File: config.mk
export PLATFORM = sky130hd
export DESIGN_NAME = instr_fetch_assembler
export DESIGN_NICKNAME = d
export VERILOG_FILES = /design/src/rtl/instr_fetch_assembler_pkg.sv /design/src/rtl/instr_fetch_assembler_length.sv /design/src/rtl/instr_fetch_assembler.sv
export SDC_FILE = /design/constraint.sdc
export NUM_CORES = 1
export LEC_CHECK = 0
export ABC_AREA = 1
export CORE_UTILIZATION = 54
export CTS_CLUSTER_DIAMETER = 80
export DETAILED_ROUTE_END_ITERATION = 6
export GPL_TIMING_DRIVEN = 0
export PLACE_DENSITY = 0.8
export SETUP_SLACK_MARGIN = 0.2
export SYNTH_ARGS = -nofsm -noshare
export SYNTH_HDL_FRONTEND = slang
export SYNTH_SLANG_ARGS = --single-unit
export TNS_END_PERCENT = 100
File: constraint.sdc
create_clock -name clk -period 4.8 [get_ports clk]
set_clock_uncertainty 0.1 [all_clocks]
set_input_delay 0.96 -clock clk [delete_from_list [all_inputs] [get_ports clk]]
set_output_delay 0.96 -clock clk [all_outputs]
set_load 0.03 [all_outputs]
File: src/rtl/instr_fetch_assembler_pkg.sv
// Shared definitions for the byte-serial instruction fetch/assembly slice:
// FSM state encoding, opcode length-field position and the length clamp.
package instr_fetch_assembler_pkg;

  typedef enum logic [1:0] {
    OPCODE  = 2'b00,
    OPERAND = 2'b01,
    STALL   = 2'b10
  } fetch_state_t;

  localparam int LEN_FIELD_LSB = 3;
  localparam int LEN_FIELD_MSB = 4;

  // Opcodes may ask for more operand bytes than the output word can hold.
  function automatic logic [1:0] clamp_extra(input logic [1:0] raw, input int max_bytes);
    if ((max_bytes - 1) < int'(raw))
      return 2'(max_bytes - 1);
    return raw;
  endfunction

endpackage

File: src/rtl/instr_fetch_assembler_length.sv
// Opcode length decode: extra operand bytes from the opcode length field,
// clamped to the output width, plus total length in bytes.
module instr_length_decoder
  import instr_fetch_assembler_pkg::*;
#(
  parameter int BYTE_W    = 8,
  parameter int MAX_BYTES = 4
) (
  input  logic [BYTE_W-1:0] opcode,
  output logic [1:0]        extra,
  output logic [3:0]        length
);

  logic unused_opcode_bits;

  assign extra  = clamp_extra(opcode[LEN_FIELD_MSB:LEN_FIELD_LSB], MAX_BYTES);
  assign length = {2'b00, extra} + 4'd1;

  assign unused_opcode_bits = ^{opcode[BYTE_W-1:LEN_FIELD_MSB+1], opcode[LEN_FIELD_LSB-1:0]};

endmodule

File: src/rtl/instr_fetch_assembler.sv
// Fetches one ROM byte per cycle, assembles variable-length instructions
// (opcode in the MS byte) and presents them on a valid/ready output register.
module instr_fetch_assembler
  import instr_fetch_assembler_pkg::*;
#(
  parameter int BYTE_W     = 8,
  parameter int MAX_BYTES  = 4,
  parameter int ADDR_W     = 9,
  parameter int START_ADDR = 0,
  parameter int ADDR_STEP  = 1
) (
  input  logic                        clk,
  input  logic                        reset,
  output logic [ADDR_W-1:0]           mem_addr,
  input  logic [BYTE_W-1:0]           mem_rdata,
  input  logic                        jump_valid,
  input  logic [ADDR_W-1:0]           jump_addr,
  output logic                        out_valid,
  input  logic                        out_ready,
  output logic [MAX_BYTES*BYTE_W-1:0] out_data,
  output logic [3:0]                  out_len,
  output logic [15:0]                 instr_count
);

  localparam int DATA_W = MAX_BYTES * BYTE_W;
  localparam logic [2:0] FIRST_OPND_POS = (MAX_BYTES >= 2) ? 3'(MAX_BYTES - 2) : 3'd0;

  fetch_state_t      state_reg, state_next;
  logic [1:0]        cnt_reg, cnt_next;
  logic [2:0]        pos_reg, pos_next;
  logic [DATA_W-1:0] asm_reg, asm_next;
  logic [3:0]        asm_len_reg, asm_len_next;
  logic [ADDR_W-1:0] addr_reg, addr_next;
  logic              out_valid_reg, out_valid_next;
  logic [DATA_W-1:0] out_data_reg, out_data_next;
  logic [3:0]        out_len_reg, out_len_next;
  logic [15:0]       count_reg, count_next;

  logic [1:0]           dec_extra;
  logic [3:0]           dec_len;
  logic [MAX_BYTES-1:0] slot_sel;
  logic                 transfer;
  logic                 out_free;
  logic                 complete;

  instr_length_decoder #(
    .BYTE_W   (BYTE_W),
    .MAX_BYTES(MAX_BYTES)
  ) u_len_dec (
    .opcode(mem_rdata),
    .extra (dec_extra),
    .length(dec_len)
  );

  // Operand bytes fill the assembly word from just below the opcode downwards.
  genvar gi;
  generate
    for (gi = 0; gi < MAX_BYTES; gi++) begin : g_slot
      assign slot_sel[gi] = (pos_reg == 3'(gi));
    end
  endgenerate

  assign transfer = out_valid_reg && out_ready;
  assign out_free = !out_valid_reg || out_ready;

  always_comb begin
    state_next     = state_reg;
    cnt_next       = cnt_reg;
    pos_next       = pos_reg;
    asm_next       = asm_reg;
    asm_len_next   = asm_len_reg;
    addr_next      = addr_reg;
    out_valid_next = out_valid_reg && !transfer;
    out_data_next  = out_data_reg;
    out_len_next   = out_len_reg;
    count_next     = transfer ? count_reg + 16'd1 : count_reg;
    complete       = 1'b0;

    case (state_reg)
      OPCODE: begin
        addr_next                      = addr_reg + ADDR_W'(ADDR_STEP);
        asm_next                       = '0;
        asm_next[DATA_W-1 -: BYTE_W]   = mem_rdata;
        asm_len_next                   = dec_len;
        if (dec_extra == 2'd0) begin
          complete = 1'b1;
        end else begin
          state_next = OPERAND;
          cnt_next   = dec_extra;
          pos_next   = FIRST_OPND_POS;
        end
      end
      OPERAND: begin
        addr_next = addr_reg + ADDR_W'(ADDR_STEP);
        for (int i = 0; i < MAX_BYTES; i++) begin
          if (slot_sel[i])
            asm_next[i*BYTE_W +: BYTE_W] = mem_rdata;
        end
        cnt_next = cnt_reg - 2'd1;
        pos_next = pos_reg - 3'd1;
        if (cnt_reg == 2'd1)
          complete = 1'b1;
      end
      STALL: begin
        if (out_ready) begin
          out_valid_next = 1'b1;
          out_data_next  = asm_reg;
          out_len_next   = asm_len_reg;
          state_next     = OPCODE;
        end
      end
      default: state_next = OPCODE;
    endcase

    // A finished instruction goes straight out if the output slot frees up.
    if (complete) begin
      if (out_free) begin
        out_valid_next = 1'b1;
        out_data_next  = asm_next;
        out_len_next   = asm_len_next;
        state_next     = OPCODE;
      end else begin
        state_next = STALL;
      end
    end

    if (jump_valid) begin
      state_next     = OPCODE;
      cnt_next       = 2'd0;
      pos_next       = 3'd0;
      asm_next       = '0;
      asm_len_next   = 4'd0;
      addr_next      = jump_addr;
      out_valid_next = 1'b0;
    end
  end

  always_ff @(posedge clk or posedge reset) begin
    if (reset) begin
      state_reg     <= OPCODE;
      cnt_reg       <= 2'd0;
      pos_reg       <= 3'd0;
      asm_reg       <= '0;
      asm_len_reg   <= 4'd0;
      addr_reg      <= ADDR_W'(START_ADDR);
      out_valid_reg <= 1'b0;
      out_data_reg  <= '0;
      out_len_reg   <= 4'd0;
      count_reg     <= 16'd0;
    end else begin
      state_reg     <= state_next;
      cnt_reg       <= cnt_next;
      pos_reg       <= pos_next;
      asm_reg       <= asm_next;
      asm_len_reg   <= asm_len_next;
      addr_reg      <= addr_next;
      out_valid_reg <= out_valid_next;
      out_data_reg  <= out_data_next;
      out_len_reg   <= out_len_next;
      count_reg     <= count_next;
    end
  end

  assign mem_addr    = addr_reg;
  assign out_valid   = out_valid_reg;
  assign out_data    = out_data_reg;
  assign out_len     = out_len_reg;
  assign instr_count = count_reg;

endmodule

# Yosys cells after proc, flatten, opt, wreduce, memory -nomap -nowiden
# Index checks and enable logic that the tools add are counted.
# Widths: inputs -> output; s select.
[op_classes]
muxes = 38
n_eq_ne = 10
n_reduce_logical = 13
add_sub_neg = 5
[ops]
columns = ["cell", "n"]
rows = [
  ["$mux 32", 5],
  ["$pmux 32 s2", 1],
  ["$mux 8", 4],
  ["$mux 4", 6],
  ["$mux 9", 2],
  ["$add 16x1->16 const B", 1],
  ["$mux 2", 7],
  ["$add 9x1->9 const B", 1],
  ["$ne 4x4->1 const B", 2],
  ["$mux 1", 7],
  ["$eq 3x2->1 const B", 2],
  ["$mux 3", 2],
  ["$ne 3x3->1 const B", 2],
  ["$pmux 2 s3", 1],
  ["$pmux 3 s2", 1],
  ["$eq 2x1->1 const B", 2],
  ["$logic_not 2->1", 2],
  ["$pmux 2 s2", 1],
  ["$add 2x1->3 const B", 1],
  ["$eq 3x1->1 const B", 1],
  ["$logic_not 3->1", 1],
  ["$reduce_and 3->1", 1],
  ["$reduce_bool 3->1", 1],
  ["$sub 3x1->3 const B", 1],
  ["other kinds (9)", 11],
]
[word_totals]
inputBits = 21
register_bits = 105
output_inout_bits = 62

# Depth between registers and ports, before layout
# Gate-level depths: netlist (run 1).
[depth]
depth_word = 8
depth_mapped = 10

# Cells and area by module
# Synthesis (run 1) repeated with hierarchy kept, for this count alone.
[unflattened]
cells_unflattened = 650
hier_area_um2 = 5171.2
[modules_own_cells]
columns = ["mod", "n_inst", "area_each_um2", "cells_per_inst"]
rows = [
  ["instr_fetch_assembler", 1, 5128.7, 644],
  ["instr_length_decoder", 1, 42.5, 6],
]

# Least setup slack after synthesis (run 1)
# No wires, ideal clock.
[synth_path]
path_kind = "input -> register"
startpoint = "input port out_ready"
endpoint = "register count_reg[14], in the netlist instr_count[14]"
setup_ns = 0.118
required_time_ns = 4.582
t_arrival_ns = 1.899
path_slack_ns = 2.683
stages = 8
n_path_buf = 1
path_cell_list = "buf_2 nand2_1 nor2_1 nand2_1 nor2_1 nand3_1 nand2_1 nand2_1"
[synth_between]
elab_chain_cells = 1
[synth_lines]
columns = ["element", "line", "rtl"]
rows = [
  ["start, declared", "instr_fetch_assembler.sv:19", "input logic out_ready,"],
  ["$logic_and 1x1->1", "instr_fetch_assembler.sv:63", "assign transfer = out_valid_reg && out_ready;"],
  ["end signal, assigned", "instr_fetch_assembler.sv:160", "count_reg <= count_next;"],
  ["end, declared", "instr_fetch_assembler.sv:37", "logic [15:0] count_reg, count_next;"],
]
# No other way between the ends.
# A chain may end at the register's enable or synchronous reset.

# Worst setup path in the final report (run 1)
[layout_path]
startpoint = "input port mem_rdata[3]"
endpoint = "register out_data_reg[24], in the netlist out_data[24]"
[layout_between]
elab_chain_cells = 4
[layout_lines]
columns = ["element", "line", "rtl"]
rows = [
  ["start, declared", "instr_fetch_assembler.sv:15", "input logic [BYTE_W-1:0] mem_rdata,"],
  ["$logic_not 2->1", "instr_fetch_assembler.sv:85", "if (dec_extra == 2'd0) begin"],
  ["$mux 1", "instr_fetch_assembler.sv:85", ""],
  ["$pmux 1 s2", "instr_fetch_assembler.sv:79", "case (state_reg)"],
  ["$mux 32", "instr_fetch_assembler.sv:116", "if (complete) begin"],
  ["named net out_data_next[24]", "instr_fetch_assembler.sv:35", "logic [DATA_W-1:0] out_data_reg, out_data_next;"],
  ["end signal, assigned", "instr_fetch_assembler.sv:158", "out_data_reg <= out_data_next;"],
  ["end, declared", "instr_fetch_assembler.sv:35", ""],
]
# The timed path passes the listed nets, and every way through them passes these cells.

==> reports/summary.json, run 1 <==
{
  "outcome": {"value": "finished clean"},
  "initial_utilization": {"value": 56.7, "unit": "%"},
  "cell_with_the_largest_stage_delay_on_the_worst_path": {"value": "clkdlybuf4s50_1"},
  "path_common_cell": {"value": "nor2_2"},
  "rsz0062_at_grt": {"value": "false"},
  "path_delay_family": {"value": "buffers and inverters"},
  "arr_time_crit_path": {"value": 2860, "unit": "ps"},
  "switching_share": {"value": 36.5, "unit": "%"},
  "net-switching-power": {"value": 0.938, "unit": "mW"},
  "synthesis.instances": {"value": 687},
  "ant_nets": {"value": 0},
  "hold_violations": {"value": 0},
  "worst-slew-pin-transition": {"value": 663, "unit": "ps"},
  "seq_area_frac_synth": {"value": 49.2, "unit": "%"},
  "worst-path-max-fanout": {"value": 10},
  "drc": {"value": 0},
  "hp-class": {"value": "reg2reg"},
  "synthesis.area": {"value": 0.00534, "unit": "mm²"},
  "postRouteWirelength": {"value": 13.3, "unit": "mm"},
  "number_of_antenna_repair_diodes": {"value": 0},
  "top_level_ports": {"value": 83},
  "numClockSinks": {"value": 105},
  "detail_route.vias_per_cell": {"value": 5.30},
  "die_w": {"value": 101, "unit": "µm"},
  "max-vdd-ir-drop": {"value": 0.227, "unit": "mV"},
  "synth_fp_nets": {"value": 718},
  "ys_ff_latch": {"value": 105},
  "max_cap_viol_count": {"value": 0},
  "power_density": {"value": 393, "unit": "mW/mm²"},
  "number_of_flops_mapped_to_enable_cells_by_yosys": {"value": 0},
  "yosysWarnings": {"value": 0},
  "post_cts_buffers": {"value": 0},
  "most_used_flip_flop_cell_after_synthesis": {"value": "dfrtp_1"},
  "chipHeight": {"value": 101, "unit": "µm"},
  "final_common_cell": {"value": "nand2_1"},
  "worst_setup_sp_type": {"value": "primary input"},
  "tritoncts": {"value": "yes"},
  "ys_types": {"value": 34},
  "layout.cells.most_common_list": {"value": "nand2_1, dfrtp_1, nor2_1"},
  "slew_viol_final": {"value": 0},
  "clkSlewWorstSetupHoldPaths": {"value": 100, "unit": "ps"},
  "place.gp.congestion": {"value": 0.869},
  "wl_per_cell": {"value": 14.6, "unit": "µm"},
  "first_iter_violations": {"value": 418},
  "max_freq": {"value": 371, "unit": "MHz"},
  "std_cell_core_area": {"value": 0.00942, "unit": "mm²"},
  "post_cts_hold_buffer_count": {"value": 0},
  "rows": {"value": 35},
  "grt.overflow.total": {"value": 0},
  "tritoncts.num_buffers": {"value": 9},
  "intPower": {"value": 1.63, "unit": "mW"},
  "ys_async_sr_fraction": {"value": 100, "unit": "%"},
  "critPathRequiredTime": {"value": 4960, "unit": "ps"},
  "timing.final.crit_period": {"value": 2700, "unit": "ps"},
  "slew-limit-headroom": {"value": 55.6, "unit": "%"},
  "finalSetupViolations": {"value": 0},
  "holdWs": {"value": 411, "unit": "ps"},
  "detailed_place_hpwl": {"value": 9.53, "unit": "mm"},
  "grt_start_max_net_pins": {"value": 74},
  "power.total": {"value": 2.57, "unit": "mW"},
  "postCtsResizedCells": {"value": 0},
  "critical_path.n_buffers_inverters": {"value": 5},
  "design.final.nets": {"value": 810},
  "ctsRootBufferMaster": {"value": "clkbuf_8"},
  "post_synth.cell_area_avg": {"value": 7.77, "unit": "µm²"},
  "port_buffer_cells": {"value": 80},
  "path_cells": {"value": "clkdlybuf4s50_1 -> inv_1 -> ha_1 -> nand2_2 -> o21ai_4 -> nand2_4 -> inv_2 -> buf_6 -> buf_8 -> nor2_2 -> nor2_2"},
  "drive_gt1_share": {"value": 8.29, "unit": "%"},
  "first_global_vias": {"value": 4490},
  "grt_pass1_wl": {"value": 21.5, "unit": "mm"},
  "clockBufferDepth": {"value": 2},
  "worst-setup-path-type": {"value": "in2reg"},
  "clockPowerShare": {"value": 21.5, "unit": "%"},
  "worst_setup_path_end_kind": {"value": "flop"},
  "power_frac_seq": {"value": 43.2, "unit": "%"},
  "leakagePower": {"value": 3.23, "unit": "nW"},
  "grt.total_usage": {"value": 27.3, "unit": "%"},
  "die-area": {"value": 0.0103, "unit": "mm²"},
  "comb_power_share": {"value": 35.3, "unit": "%"},
  "cpPeakStageDelay": {"value": 700, "unit": "ps"},
  "htreeDepth": {"value": 3},
  "timing.final.crit_share": {"value": 56.2, "unit": "%"},
  "syn2layout_area_growth": {"value": 22.3, "unit": "%"},
  "clock_latency": {"value": 360, "unit": "ps"},
  "drtPass1Iterations": {"value": 5},
  "grt_antenna_before_repair": {"value": 0},
  "detailroute.via_count": {"value": 4843}
}
power by group through the flow:
| stage | Combinational, mW | Clock [mW] | Sequential, mW |
|---|---|---|---|
| 2_1_floorplan | 0.341 | 0 | 1.34 |
| 3_3_place_gp | 0.883 | 0 | 1.12 |
| 3_5_place_dp | 0.905 | 0 | 1.13 |
| 4_1_cts | 0.910 | 0.565 | 1.11 |
| 5_1_grt | 0.987 | 0.597 | 1.12 |
| 6_report | 0.908 | 0.552 | 1.11 |
tightest hold or removal path, stage by stage, from the launching register on:
cell	delay (ps)
dfrtp_1	370
nand2_1	60
nand2_1	50
stage by stage:
| step | worst slack, ps | std cells | area [µm²] | TNS [ps] | util [%] |
|---|---|---|---|---|---|
| 2_1_floorplan | 979 | 687 | 5340 | 0 | - |
| 3_3_place_gp | -525 | 896 | 6300 | -54490 | 67.0 |
| 3_5_place_dp | 1730 | 897 | 6330 | 0 | 67.3 |
| 4_1_cts | 2120 | 913 | 6530 | 0 | 69.4 |
| 5_1_grt | 2030 | 913 | 6530 | 0 | 69.4 |
| 6_report | 2100 | 913 | 6530 | 0 | 69.4 |
cell usage after synthesis (3+ instances only):
cell type	number	share of area (%)
inv_1	46	3.2
xor2_1	9	1.5
o211ai_1	3	0.42
o21ai_1	3	0.28
xnor2_1	4	0.66
nand4_1	9	1.1
nor3_1	5	0.47
buf_2	15	1.4
nand2_1	221	16
nor2_1	94	6.6
ha_1	10	2.3
nand2_2	3	0.35
nor2_2	16	1.9
clkbuf_1	9	0.63
a21oi_1	32	3.0
o21ai_0	26	2.4
dfrtp_1	105	49
nand3_1	52	4.9
final cells by class:
| cell class | instances | area (µm²) |
|---|---|---|
| timing repair buffer | 81 | 828 |
| fill | 797 | 2880 |
| tap | 129 | 161 |
| clock inverter | 4 | 52.6 |
| clock buffer | 12 | 145 |
| inverter | 48 | 183 |
| multi-input combinational | 508 | 2400 |
| buffer | 26 | 135 |
| sequential | 105 | 2630 |
kinds of logic after synthesis:
group                      synth area share (%)
adders and majority gates                  2.34
xor gates and xnor gates                   2.13
DFF                                        49.2
and+or+nand+nor                            32.6
muxes                                     0.375
buffers and inverters                      5.90
AOI/OAI and AO/OA                          7.47
per-layer routing:
| metal | track usage, % | routed length [µm] |
|---|---|---|
| met4 | 8.92 | 214 |
| met3 | 5.31 | 772 |
| met2 | 45.8 | 6620 |
| met1 | 35.9 | 5710 |
| met5 | 0 | 0 |
path summary, 6_finish.rpt:
path                            slack, ps  cells after the start              end       startpoint
worst max register to register       2880                      7     out_data[10]     state_reg[1]
worst min-delay path                  410                      2  instr_count[14]  instr_count[14]
worst max-delay path                 2100                     11     out_data[24]     mem_rdata[3]
max in group asynchronous            3030                      3       out_len[3]            reset
min in group asynchronous             860                      2      out_data[5]            reset
worst min register to register        410                      2  instr_count[14]  instr_count[14]
Note: power is estimated with default switching activity, not from simulation.
==> inputs of run 2 (changes only) <==
clock period = 2.6 ns   (was 4.8 ns; I/O delays follow)
==> run 2 against run 1 <==
- utilization is 0.53 points higher
- routed wire length hardly changed
- final area is 0.77% higher
- critical path depth stayed put
- combinational power is 85% higher
- die area stayed put
- worst setup slack worse by 1700 ps
- count of clock-buffer cells in the layout is 2 lower
- first-iteration DRC count is 43% lower
- sequential share of layout area is 0.31 points lower
==> reports/summary.json, run 2 (same netlist as run 1, synthesis figures left out) <==
{
  "outcome": {"value": "finished clean"},
  "cpPeakStageDelay": {"value": 700, "unit": "ps", "change": "about the same"},
  "timing.final.crit_period": {"value": 2200, "unit": "ps"},
  "tritoncts": {"value": "yes"},
  "regToRegSetupSlack": {"value": 700, "unit": "ps", "change": "-2180 ps"},
  "die-area": {"value": 0.0103, "unit": "mm²", "change": "unchanged"},
  "fin_ws": {"value": 402, "unit": "ps", "change": "-1700 ps"},
  "place.gp.congestion": {"value": 0.859, "change": "-1.2%"},
  "detailed_place_hpwl": {"value": 9.72, "unit": "mm", "change": "+2.0%"},
  "rsz0062_at_grt": {"value": "false"},
  "clockPowerShare": {"value": 24.2, "unit": "%", "change": "+2.7 points"},
  "std_cell_core_area": {"value": 0.00942, "unit": "mm²", "change": "unchanged"},
  "clkSlewWorstSetupHoldPaths": {"value": 100, "unit": "ps", "change": "about the same"},
  "power_frac_seq": {"value": 41.7, "unit": "%", "change": "-1.5 points"},
  "max_cap_viol_count": {"value": 0, "change": "unchanged"},
  "slew-limit-headroom": {"value": 53.5, "unit": "%", "change": "-2.1 points"},
  "slew_viol_final": {"value": 0, "change": "unchanged"},
  "grt_pass1_wl": {"value": 21.7, "unit": "mm", "change": "+1.3%"},
  "max-vdd-ir-drop": {"value": 0.528, "unit": "mV", "change": "+130%"},
  "switching_share": {"value": 35.5, "unit": "%", "change": "-0.97 points"},
  "clockBufferDepth": {"value": 2, "change": "unchanged"},
  "final_common_cell": {"value": "nand2_1"},
  "grt_start_max_net_pins": {"value": 43, "change": "-42%"},
  "first_global_vias": {"value": 4563, "change": "+1.6%"},
  "wl_per_cell": {"value": 14.6, "unit": "µm", "change": "about the same"},
  "chipHeight": {"value": 101, "unit": "µm", "change": "unchanged"},
  "worst-setup-path-type": {"value": "in2reg"},
  "port_buffer_cells": {"value": 80, "change": "unchanged"},
  "drc": {"value": 0, "change": "unchanged"},
  "timing.final.crit_share": {"value": 84.6, "unit": "%"},
  "syn2layout_area_growth": {"value": 23.2, "unit": "%"},
  "power.total": {"value": 4.92, "unit": "mW", "change": "+92%"},
  "design.final.nets": {"value": 811, "change": "+0.12%"},
  "hold_violations": {"value": 0, "change": "unchanged"},
  "detailroute.via_count": {"value": 4798, "change": "-0.93%"},
  "net-switching-power": {"value": 1.75, "unit": "mW", "change": "+86%"},
  "post_cts_hold_buffer_count": {"value": 0, "change": "unchanged"},
  "cell_with_the_largest_stage_delay_on_the_worst_path": {"value": "clkdlybuf4s50_1"},
  "worst-path-max-fanout": {"value": 10, "change": "unchanged"},
  "power_density": {"value": 748, "unit": "mW/mm²", "change": "+90%"},
  "worst-slew-pin-transition": {"value": 695, "unit": "ps", "change": "+32.1 ps"},
  "numClockSinks": {"value": 105, "change": "unchanged"},
  "tritoncts.num_buffers": {"value": 9, "change": "unchanged"},
  "drtPass1Iterations": {"value": 4, "change": "-1"},
  "leakagePower": {"value": 3.26, "unit": "nW", "change": "+0.84%"},
  "ctsRootBufferMaster": {"value": "clkbuf_8"},
  "comb_power_share": {"value": 34.1, "unit": "%", "change": "-1.2 points"},
  "ant_nets": {"value": 0, "change": "unchanged"},
  "top_level_ports": {"value": 83, "change": "unchanged"},
  "post_cts_buffers": {"value": 0, "change": "unchanged"},
  "intPower": {"value": 3.17, "unit": "mW", "change": "+95%"},
  "hp-class": {"value": "reg2reg"},
  "grt.total_usage": {"value": 27.5, "unit": "%", "change": "+0.17 points"},
  "rows": {"value": 35, "change": "unchanged"},
  "critPathRequiredTime": {"value": 2770, "unit": "ps", "change": "-2190 ps"},
  "postRouteWirelength": {"value": 13.3, "unit": "mm", "change": "about the same"},
  "initial_utilization": {"value": 56.7, "unit": "%", "change": "unchanged"},
  "critical_path.n_buffers_inverters": {"value": 5, "change": "unchanged"},
  "first_iter_violations": {"value": 237, "change": "-43%"},
  "layout.cells.most_common_list": {"value": "nand2_1, dfrtp_1, nor2_1"},
  "path_cells": {"value": "clkdlybuf4s50_1 -> inv_1 -> ha_1 -> nand2_2 -> o21ai_4 -> nand2_4 -> inv_2 -> buf_6 -> buf_8 -> nor2_2 -> nor2_2"},
  "worst_setup_sp_type": {"value": "primary input"},
  "number_of_antenna_repair_diodes": {"value": 0, "change": "unchanged"},
  "grt.overflow.total": {"value": 0, "change": "unchanged"},
  "path_common_cell": {"value": "nor2_2"},
  "grt_antenna_before_repair": {"value": 0, "change": "unchanged"},
  "htreeDepth": {"value": 3, "change": "unchanged"},
  "worst_setup_path_end_kind": {"value": "flop"},
  "arr_time_crit_path": {"value": 2360, "unit": "ps", "change": "-500 ps"},
  "die_w": {"value": 101, "unit": "µm", "change": "unchanged"},
  "detail_route.vias_per_cell": {"value": 5.26, "change": "-0.93%"},
  "drive_gt1_share": {"value": 8.42, "unit": "%", "change": "+0.13 points"},
  "finalSetupViolations": {"value": 0, "change": "unchanged"},
  "pre_cts_slack": {"value": -54.0, "unit": "ps", "change": "-1790 ps"},
  "path_delay_family": {"value": "buffers and inverters"},
  "max_freq": {"value": 455, "unit": "MHz"},
  "clock_latency": {"value": 370, "unit": "ps", "change": "about the same"}
}
## run 2: changes by cell type in the layout (fill, tap and decap cells not counted), sizes merged
| cell | change |
|---|---|
| bufinv | +2 |
| clkbuf | -2 |
| buf | +1 |
| clkdlybuf4s50 | -1 |
| clkinv | -2 |
| dlymetal6s2s | +1 |
| clkinvlp | +1 |
## run 2: worst reg2reg max path, delay by kind of cell (launching register included)
family | cells | cell delay (ps)
and+or+nand+nor | 5 | 930
DFF | 1 | 500
buffers and inverters | 1 | 160
AOI/OAI and AO/OA | 1 | 160
## run 2: worst paths after layout
path / startpoint / end / cells after the start
max: mem_rdata[4] / out_data[30] / 11
min: instr_count[12] / instr_count[12] / 1
max reg2reg: state_reg[1] / out_data[8] / 7
min reg2reg: instr_count[12] / instr_count[12] / 1
max in group asynchronous: reset / cnt_reg[0] / 3
min in group asynchronous: reset / instr_count[4] / 2
## run 2: cell type report
type | count | area (µm²)
buffer | 26 | 135
clock buffer | 10 | 128
clock inverter | 5 | 104
fill | 764 | 2830
inverter | 48 | 184
multi-input combinational | 508 | 2400
sequential | 105 | 2630
tap | 129 | 161
timing repair buffer | 82 | 843
## run 2: what timing repair did
| item | 4_1_cts | 5_1_grt |
|---|---|---|
| endpoints found under the setup margin | 0 | 2 |
| endpoints found under the hold margin | 0 | 0 |
| gates resized for setup | 0 | 1 |
## run 2: routing by layer
layer / wire (µm) / vias up / global-route usage (%)
li1: - / 2370 / -
met1: 5950 / 2263 / 36.8
met2: 6650 / 143 / 46.5
met3: 508 / 22 / 3.31
met4: 217 / 0 / 9.70
met5: 0 / - / 0
## run 2: per-stage QoR
stage / instances / instance area, µm² / hold slack, ps / TNS (ps) / utilization, %
floorplan: 687 / 5350 / 401 / 0 / -
CTS: 913 / 6580 / 414 / 0 / 69.9
global placement: 896 / 6310 / 383 / -32480 / 67.0
finish: 913 / 6580 / 414 / 0 / 69.9
detailed placement: 898 / 6350 / 388 / -482 / 67.4
global route: 913 / 6580 / 441 / 0 / 69.9
## run 2: power by group through the flow
stage	registers [mW]	logic, mW	clock network (mW)
6_report	2.05	1.68	1.19
5_1_grt	2.08	1.83	1.27
4_1_cts	2.05	1.68	1.20
3_5_place_dp	2.09	1.68	0
3_3_place_gp	2.07	1.63	0
2_1_floorplan	2.48	0.630	0
